### src/rtl/dpwm_duty_decoder.sv
// Duty-cycle code decoder for the HR-DPWM high-side path: double-buffers
// start/stop codes, splits them into coarse/fine fields and sequences periods.
module dpwm_duty_decoder #(
  parameter int unsigned Nde          = 64,
  parameter int unsigned DE_bits      = 6,
  parameter int unsigned Dc_length    = 13,
  parameter int unsigned Count_length = Dc_length - DE_bits,
  parameter int unsigned Period_len   = 128,
  parameter int unsigned Enable_len   = 2
) (
  input  logic                    clk,
  input  logic                    rst,
  input  logic                    run,
  input  logic                    duty_valid,
  output logic                    duty_ready,
  input  logic [Dc_length-1:0]    duty_start_code,
  input  logic [Dc_length-1:0]    duty_stop_code,
  output logic [Count_length:0]   start_coarse,
  output logic [DE_bits-1:0]      start_fine,
  output logic [Count_length:0]   stop_coarse,
  output logic [DE_bits-1:0]      stop_fine,
  output logic                    enable_h,
  output logic                    period_start,
  output logic                    cfg_err
);

  localparam int unsigned CW = (Period_len > 1) ? $clog2(Period_len) : 1;

  typedef enum logic [1:0] {IDLE, CLEAR, COUNT} state_t;

  state_t                 state, state_nxt;
  logic [CW-1:0]          cnt, cnt_nxt;
  logic                   enter_clear;
  logic                   pend_full;
  logic                   active_valid;
  logic [Dc_length-1:0]   pend_start, pend_stop;

  logic                   accept;
  logic                   stop_lt;
  logic [Dc_length-1:0]   stop_ord;
  logic [DE_bits-1:0]     start_fine_fix, stop_fine_fix;
  logic                   clamp_hit;

  assign duty_ready = !pend_full;
  assign accept     = duty_valid && !pend_full;
  // Ordering is fixed on the raw codes first; clamping afterwards keeps a
  // forced stop identical to the start.
  assign stop_lt    = duty_stop_code < duty_start_code;
  assign stop_ord   = stop_lt ? duty_start_code : duty_stop_code;

  generate
    if (Nde < (1 << DE_bits)) begin : g_clamp
      localparam logic [DE_bits-1:0] FINE_MAX = DE_bits'(Nde - 1);
      always_comb begin
        start_fine_fix = duty_start_code[DE_bits-1:0];
        stop_fine_fix  = stop_ord[DE_bits-1:0];
        clamp_hit      = 1'b0;
        if (start_fine_fix > FINE_MAX) begin
          start_fine_fix = FINE_MAX;
          clamp_hit      = 1'b1;
        end
        if (stop_fine_fix > FINE_MAX) begin
          stop_fine_fix = FINE_MAX;
          clamp_hit     = 1'b1;
        end
      end
    end else begin : g_noclamp
      assign start_fine_fix = duty_start_code[DE_bits-1:0];
      assign stop_fine_fix  = stop_ord[DE_bits-1:0];
      assign clamp_hit      = 1'b0;
    end
  endgenerate

  always_comb begin
    state_nxt   = state;
    cnt_nxt     = cnt;
    enter_clear = 1'b0;
    case (state)
      IDLE: begin
        cnt_nxt = '0;
        if (run && (active_valid || pend_full)) begin
          state_nxt   = CLEAR;
          enter_clear = 1'b1;
        end
      end
      CLEAR: begin
        if (!run) begin
          state_nxt = IDLE;
        end else begin
          cnt_nxt = cnt + CW'(1);
          if (cnt == CW'(Enable_len - 1)) state_nxt = COUNT;
        end
      end
      COUNT: begin
        if (!run) begin
          state_nxt = IDLE;
        end else if (cnt == CW'(Period_len - 1)) begin
          state_nxt   = CLEAR;
          enter_clear = 1'b1;
          cnt_nxt     = '0;
        end else begin
          cnt_nxt = cnt + CW'(1);
        end
      end
      default: state_nxt = IDLE;
    endcase
  end

  always_ff @(posedge clk) begin
    if (rst) begin
      state        <= IDLE;
      cnt          <= '0;
      pend_full    <= 1'b0;
      active_valid <= 1'b0;
      pend_start   <= '0;
      pend_stop    <= '0;
      start_coarse <= '0;
      start_fine   <= '0;
      stop_coarse  <= '0;
      stop_fine    <= '0;
      enable_h     <= 1'b1;
      period_start <= 1'b0;
      cfg_err      <= 1'b0;
    end else begin
      state        <= state_nxt;
      cnt          <= cnt_nxt;
      enable_h     <= (state_nxt != COUNT);
      period_start <= enter_clear;
      cfg_err      <= accept && (stop_lt || clamp_hit);
      // Accept and transfer are exclusive: accept needs an empty pending slot.
      if (accept) begin
        pend_start <= {duty_start_code[Dc_length-1:DE_bits], start_fine_fix};
        pend_stop  <= {stop_ord[Dc_length-1:DE_bits], stop_fine_fix};
        pend_full  <= 1'b1;
      end else if (enter_clear && pend_full) begin
        pend_full  <= 1'b0;
      end
      if (enter_clear && pend_full) begin
        start_coarse <= {1'b0, pend_start[Dc_length-1:DE_bits]};
        start_fine   <= pend_start[DE_bits-1:0];
        stop_coarse  <= {1'b0, pend_stop[Dc_length-1:DE_bits]};
        stop_fine    <= pend_stop[DE_bits-1:0];
        active_valid <= 1'b1;
      end
    end
  end

endmodule
### config.mk
export PLATFORM = sky130hd
export DESIGN_NAME = dpwm_duty_decoder
export DESIGN_NICKNAME = d
export VERILOG_FILES = /design/src/rtl/dpwm_duty_decoder.sv
export SDC_FILE = /design/constraint.sdc
export NUM_CORES = 1
export LEC_CHECK = 0
export CORE_MARGIN = 2
export CORE_UTILIZATION = 40
export CTS_CLUSTER_DIAMETER = 50
export DETAILED_ROUTE_END_ITERATION = 8
export PLACE_DENSITY = 0.61
export SLEW_MARGIN = 20
export SYNTH_ARGS = -nofsm -noshare
export SYNTH_HDL_FRONTEND = slang
export SYNTH_SLANG_ARGS = --single-unit
### constraint.sdc
create_clock -name clk -period 2.6 [get_ports clk]
set_clock_uncertainty 0.1 [all_clocks]
set_input_delay 0.39 -clock clk [delete_from_list [all_inputs] [get_ports clk]]
set_output_delay 0.39 -clock clk [all_outputs]
set_load 0.05 [all_outputs]
==> flow_summary.rst <==
.. list-table::
   :header-rows: 1

   * - Metric
     - Value
   * - Area growth, synth to finish
     - 31.70%
   * - Proportion of power drawn by the clock network
     - about 36%
   * - Worst Tran Pin Value
     - 0.6640 ns
   * - Effective utilization at floorplan
     - 41.47%
   * - H-Tree Depth
     - 3
   * - Number of nets with antenna violations after routing
     - 0
   * - Number of cells traversed by the worst register-to-register path
     - 6
   * - Relative contribution of sequential cells to total power
     - a little under half
   * - Detailed Routing Iterations Pass 1
     - 4
   * - CP Max Fanout
     - 14
   * - Number of antenna violations at the first check in global routing
     - 0
   * - Dominant cell type by area after synthesis
     - sky130_fd_sc_hd__dfxtp_1
   * - Per-instance average area after synthesis
     - roughly 8.3 sq um
   * - FP Rows
     - 31
   * - Standby leakage power
     - 1.527 nW
   * - Dpl hpwl
     - 4897 um
   * - Worst setup slack for register-to-register paths
     - ~0.46 ns
   * - Hold WC Path Type
     - flop to flop
   * - Fillers
     - approximately 710
   * - TritonCTS clock tree
     - built
   * - Highest clock rate
     - approximately 430 MHz
   * - Area of the die
     - between 0.008 and 0.009 sq mm
   * - DR WL/cell
     - about 13 um
   * - Part of the cycle the worst path needs
     - approximately 89%
   * - Number of remaining DRC errors
     - 0
   * - Sequential fraction of the synthesis area
     - 43.93%
   * - Int Power
     - 1.712 mW
   * - CP endpoint kind
     - flop
   * - Power share of the combinational group
     - between 15 and 20%
   * - Master cell of the clock root buffer
     - sky130_fd_sc_hd__clkbuf_8
   * - Hold buffer count at cts
     - 0
   * - Routed wire length
     - ~6800 um
   * - Longest Clk Path Bufs
     - 2
   * - Clock latency reported for the late side of the worst-skew pair
     - 0.33 ns
   * - Post-place instance area
     - 0.003767 sq mm
   * - CTS clk-pin slew, worst paths
     - roughly 0.060 ns
   * - Peak VDD IR
     - between 0.2 and 0.3 mV
   * - Setup-failing EPs final
     - 0
   * - # nets final
     - about 480
   * - Sinks on the clock net
     - 66
   * - Largest net degree at the start of global routing
     - 66
   * - Area contributors post-synth
     - sky130_fd_sc_hd__dfxtp_1 (44%), sky130_fd_sc_hd__nand2_1 (11%), sky130_fd_sc_hd__a21oi_1 (7.5%)
   * - Die X
     - roughly 91 um
   * - Result of the run
     - finished clean
   * - Total routing usage reported by global routing
     - ~17%
   * - Worst hold path stage count
     - 2
   * - Proportion of layout cells with a drive suffix above 1
     - a little under a tenth
   * - Grt total ovfl
     - 0
   * - I/O pin count
     - slightly above 60
   * - Cell area after synthesis
     - about 0.003 sq mm
   * - Unrepaired setup endpoints after global routing
     - no
   * - Gate Count Post-Synth
     - approximately 360
   * - Ant. Diodes
     - 0
   * - Share of synthesized flip-flops with an asynchronous set or reset
     - 0%
   * - Non-filler cells, final
     - 530
   * - Power density normalized to cell area
     - about 590 mW/mm^2
   * - Top cell type's share of synthesized area
     - a little over two fifths
   * - Final design instance area without fill
     - just under 0.004 sq mm
   * - Slew headroom
     - 55.73%
   * - Max-slew violation total from the final report
     - 0
   * - Hold EP
     - stop_coarse[0]
   * - Number of placed instances with taps included
     - 516
   * - Endpoint of the most critical register-to-register path
     - state[0]
   * - Post-CTS Setup Repair Bufs
     - 0
   * - Final-report hold violation count
     - 0
   * - Global-route wire length before repair
     - between 10,000 and 15,000 um
   * - Final period demand of the worst path
     - between 2 and 2.5 ns
   * - Vias in the first global route
     - roughly 2,300
   * - Starting DRT DRC Count
     - ~110
   * - Detailed-route vias per instance
     - ~5
   * - Number of distinct library cells after synthesis
     - 41
   * - Arrival time reported for the critical path endpoint
     - roughly 2.4 ns
   * - Synthesized flop and latch total
     - 66
   * - Final weighted congestion in routability-driven placement
     - 0.8179
   * - Yosys Warn Count
     - 0
   * - Num CTS Buffers
     - 9
   * - Overall die height
     - roughly 90 um
   * - Type of the worst setup path
     - primary input to flop
   * - Net switching power
     - a little over 600 uW
   * - Max-cap violations
     - 0
   * - Worst path required time
     - 2.68 ns
   * - Fraction of power spent switching nets
     - between 20% and 30%
   * - Startpoint of the worst hold path
     - stop_coarse[0]
   * - Sort of element at the start of the critical path
     - primary input
   * - Predominant post-synthesis flop cell
     - sky130_fd_sc_hd__dfxtp_1
   * - Post_cts resized
     - 0
   * - Core area
     - 0.007253 sq mm
   * - Total via count in the routed design
     - 2,592
   * - Number of enable flip-flop cells after synthesis
     - 0
   * - Worst reg2reg path startpoint
     - cnt[0]
   * - Input/output buffers
     - a little under 60
## placed cells by master (no fill, tap or decap), drive strengths merged, types with 3 or more instances in the layout
cell type      netlist  layout
nor2                27      27
mux2i               13      13
buf                  9      18
nor3b                3       3
clkdlybuf4s50        0      58
nand4                4       4
o211ai               3       3
a211oi              15      15
dfxtp               66      66
ha                  18      18
a21oi               45      45
nor3                 8       8
o21ai                8       8
clkbuf              14      11
o21a                 4       4
inv                 17      17
nand2               85      85
## critical path, stage by stage
cell                              delay [ns]
sky130_fd_sc_hd__clkdlybuf4s50_1        0.48
sky130_fd_sc_hd__inv_1                  0.05
sky130_fd_sc_hd__ha_1                   0.32
sky130_fd_sc_hd__a21oi_1                0.17
sky130_fd_sc_hd__o221ai_1               0.21
sky130_fd_sc_hd__a311oi_4               0.29
sky130_fd_sc_hd__buf_12                 0.20
sky130_fd_sc_hd__mux2i_1                0.20
sky130_fd_sc_hd__a211oi_1               0.09
## metal layers
metal | vias to the layer above | routed length, um | track usage [%]
met5 | - | 0 | 0
met4 | 0 | 121 | 8.974
met3 | 8 | 317 | 3.422
met2 | 62 | 2771 | 22.64
met1 | 1159 | 3547 | 24.95
li1 | 1363 | - | -
## flip-flops by register name, summed over array words and instances (netlist names)
register,cells
stop_coarse,7
cfg_err,1
stop_fine,6
state,2
pend_stop,13
start_fine,6
cnt,7
start_coarse,7
period_start,1
pend_start,13
enable_h,1
pend_full,1
active_valid,1
## layout make-up
class | count | area, sq um | area share [%]
clock buffer | 11 | 151.4 | 3.822
clock inverter | 3 | 40.04 | 1.011
inverter | 17 | 63.81 | 1.611
multi-input combinational | 258 | 1520 | 38.38
sequential | 66 | 1321 | 33.35
tap | 99 | 123.9 | 3.127
timing repair buffer | 76 | 740.7 | 18.70
## worst max-delay path by stage
stage	cells past startpoint	start	end	slack (ns)
after floorplan	8	duty_start_code[4]	pend_stop[10]	0.46
after global placement	9	duty_start_code[4]	pend_stop[4]	-0.02
after detailed placement	9	duty_start_code[12]	pend_stop[12]	-0.1
after CTS	9	duty_start_code[12]	pend_stop[8]	0.26
after global routing	9	duty_start_code[12]	pend_stop[12]	0.11
final	9	duty_start_code[12]	pend_stop[8]	0.29
## cell families after synthesis
group	share of synthesized area, %
compound gates	17.89
xor+xnor	0.8737
fa+ha+maj	7.488
buf+inv	5.740
flops	43.93
mux	4.700
other cells	0.1247
simple gates	19.26
## per-stage QoR
stage / hold slack [ns] / TNS [ns] / power [mW] / setup WS (ns) / util [%]
floorplan: 0.3322 / 0 / 1.360 / 0.4634 / -
global placement: 0.3396 / -0.2460 / 1.501 / -0.02351 / 51.94
detailed placement: 0.3458 / -1.006 / 1.508 / -0.09903 / 51.94
CTS: 0.3525 / 0 / 2.346 / 0.2565 / 54.58
global route: 0.3748 / 0 / 2.431 / 0.1078 / 54.61
finish: 0.3533 / 0 / 2.322 / 0.2884 / 54.61
## power groups by stage
stage,combinational [mW],sequential (mW),clock (mW)
2_1_floorplan,0.223,1.14,0
6_report,0.395,1.09,0.839
5_1_grt,0.436,1.09,0.903
3_5_place_dp,0.398,1.11,0
3_3_place_gp,0.392,1.11,0
4_1_cts,0.399,1.09,0.860
## cells in the mapped netlist, drive strengths merged (2+ instances only)
master	count
a2111oi	2
a211oi	15
a21oi	45
a311oi	2
buf	9
clkbuf	14
dfxtp	66
ha	18
inv	17
mux2i	13
nand2	85
nand2b	2
nand3	2
nand4	4
nor2	27
nor2b	2
nor3	8
nor3b	3
nor4	2
o211a	2
o211ai	3
o21a	4
o21ai	8
xor2	2
Power figures use the tool's default switching activity.
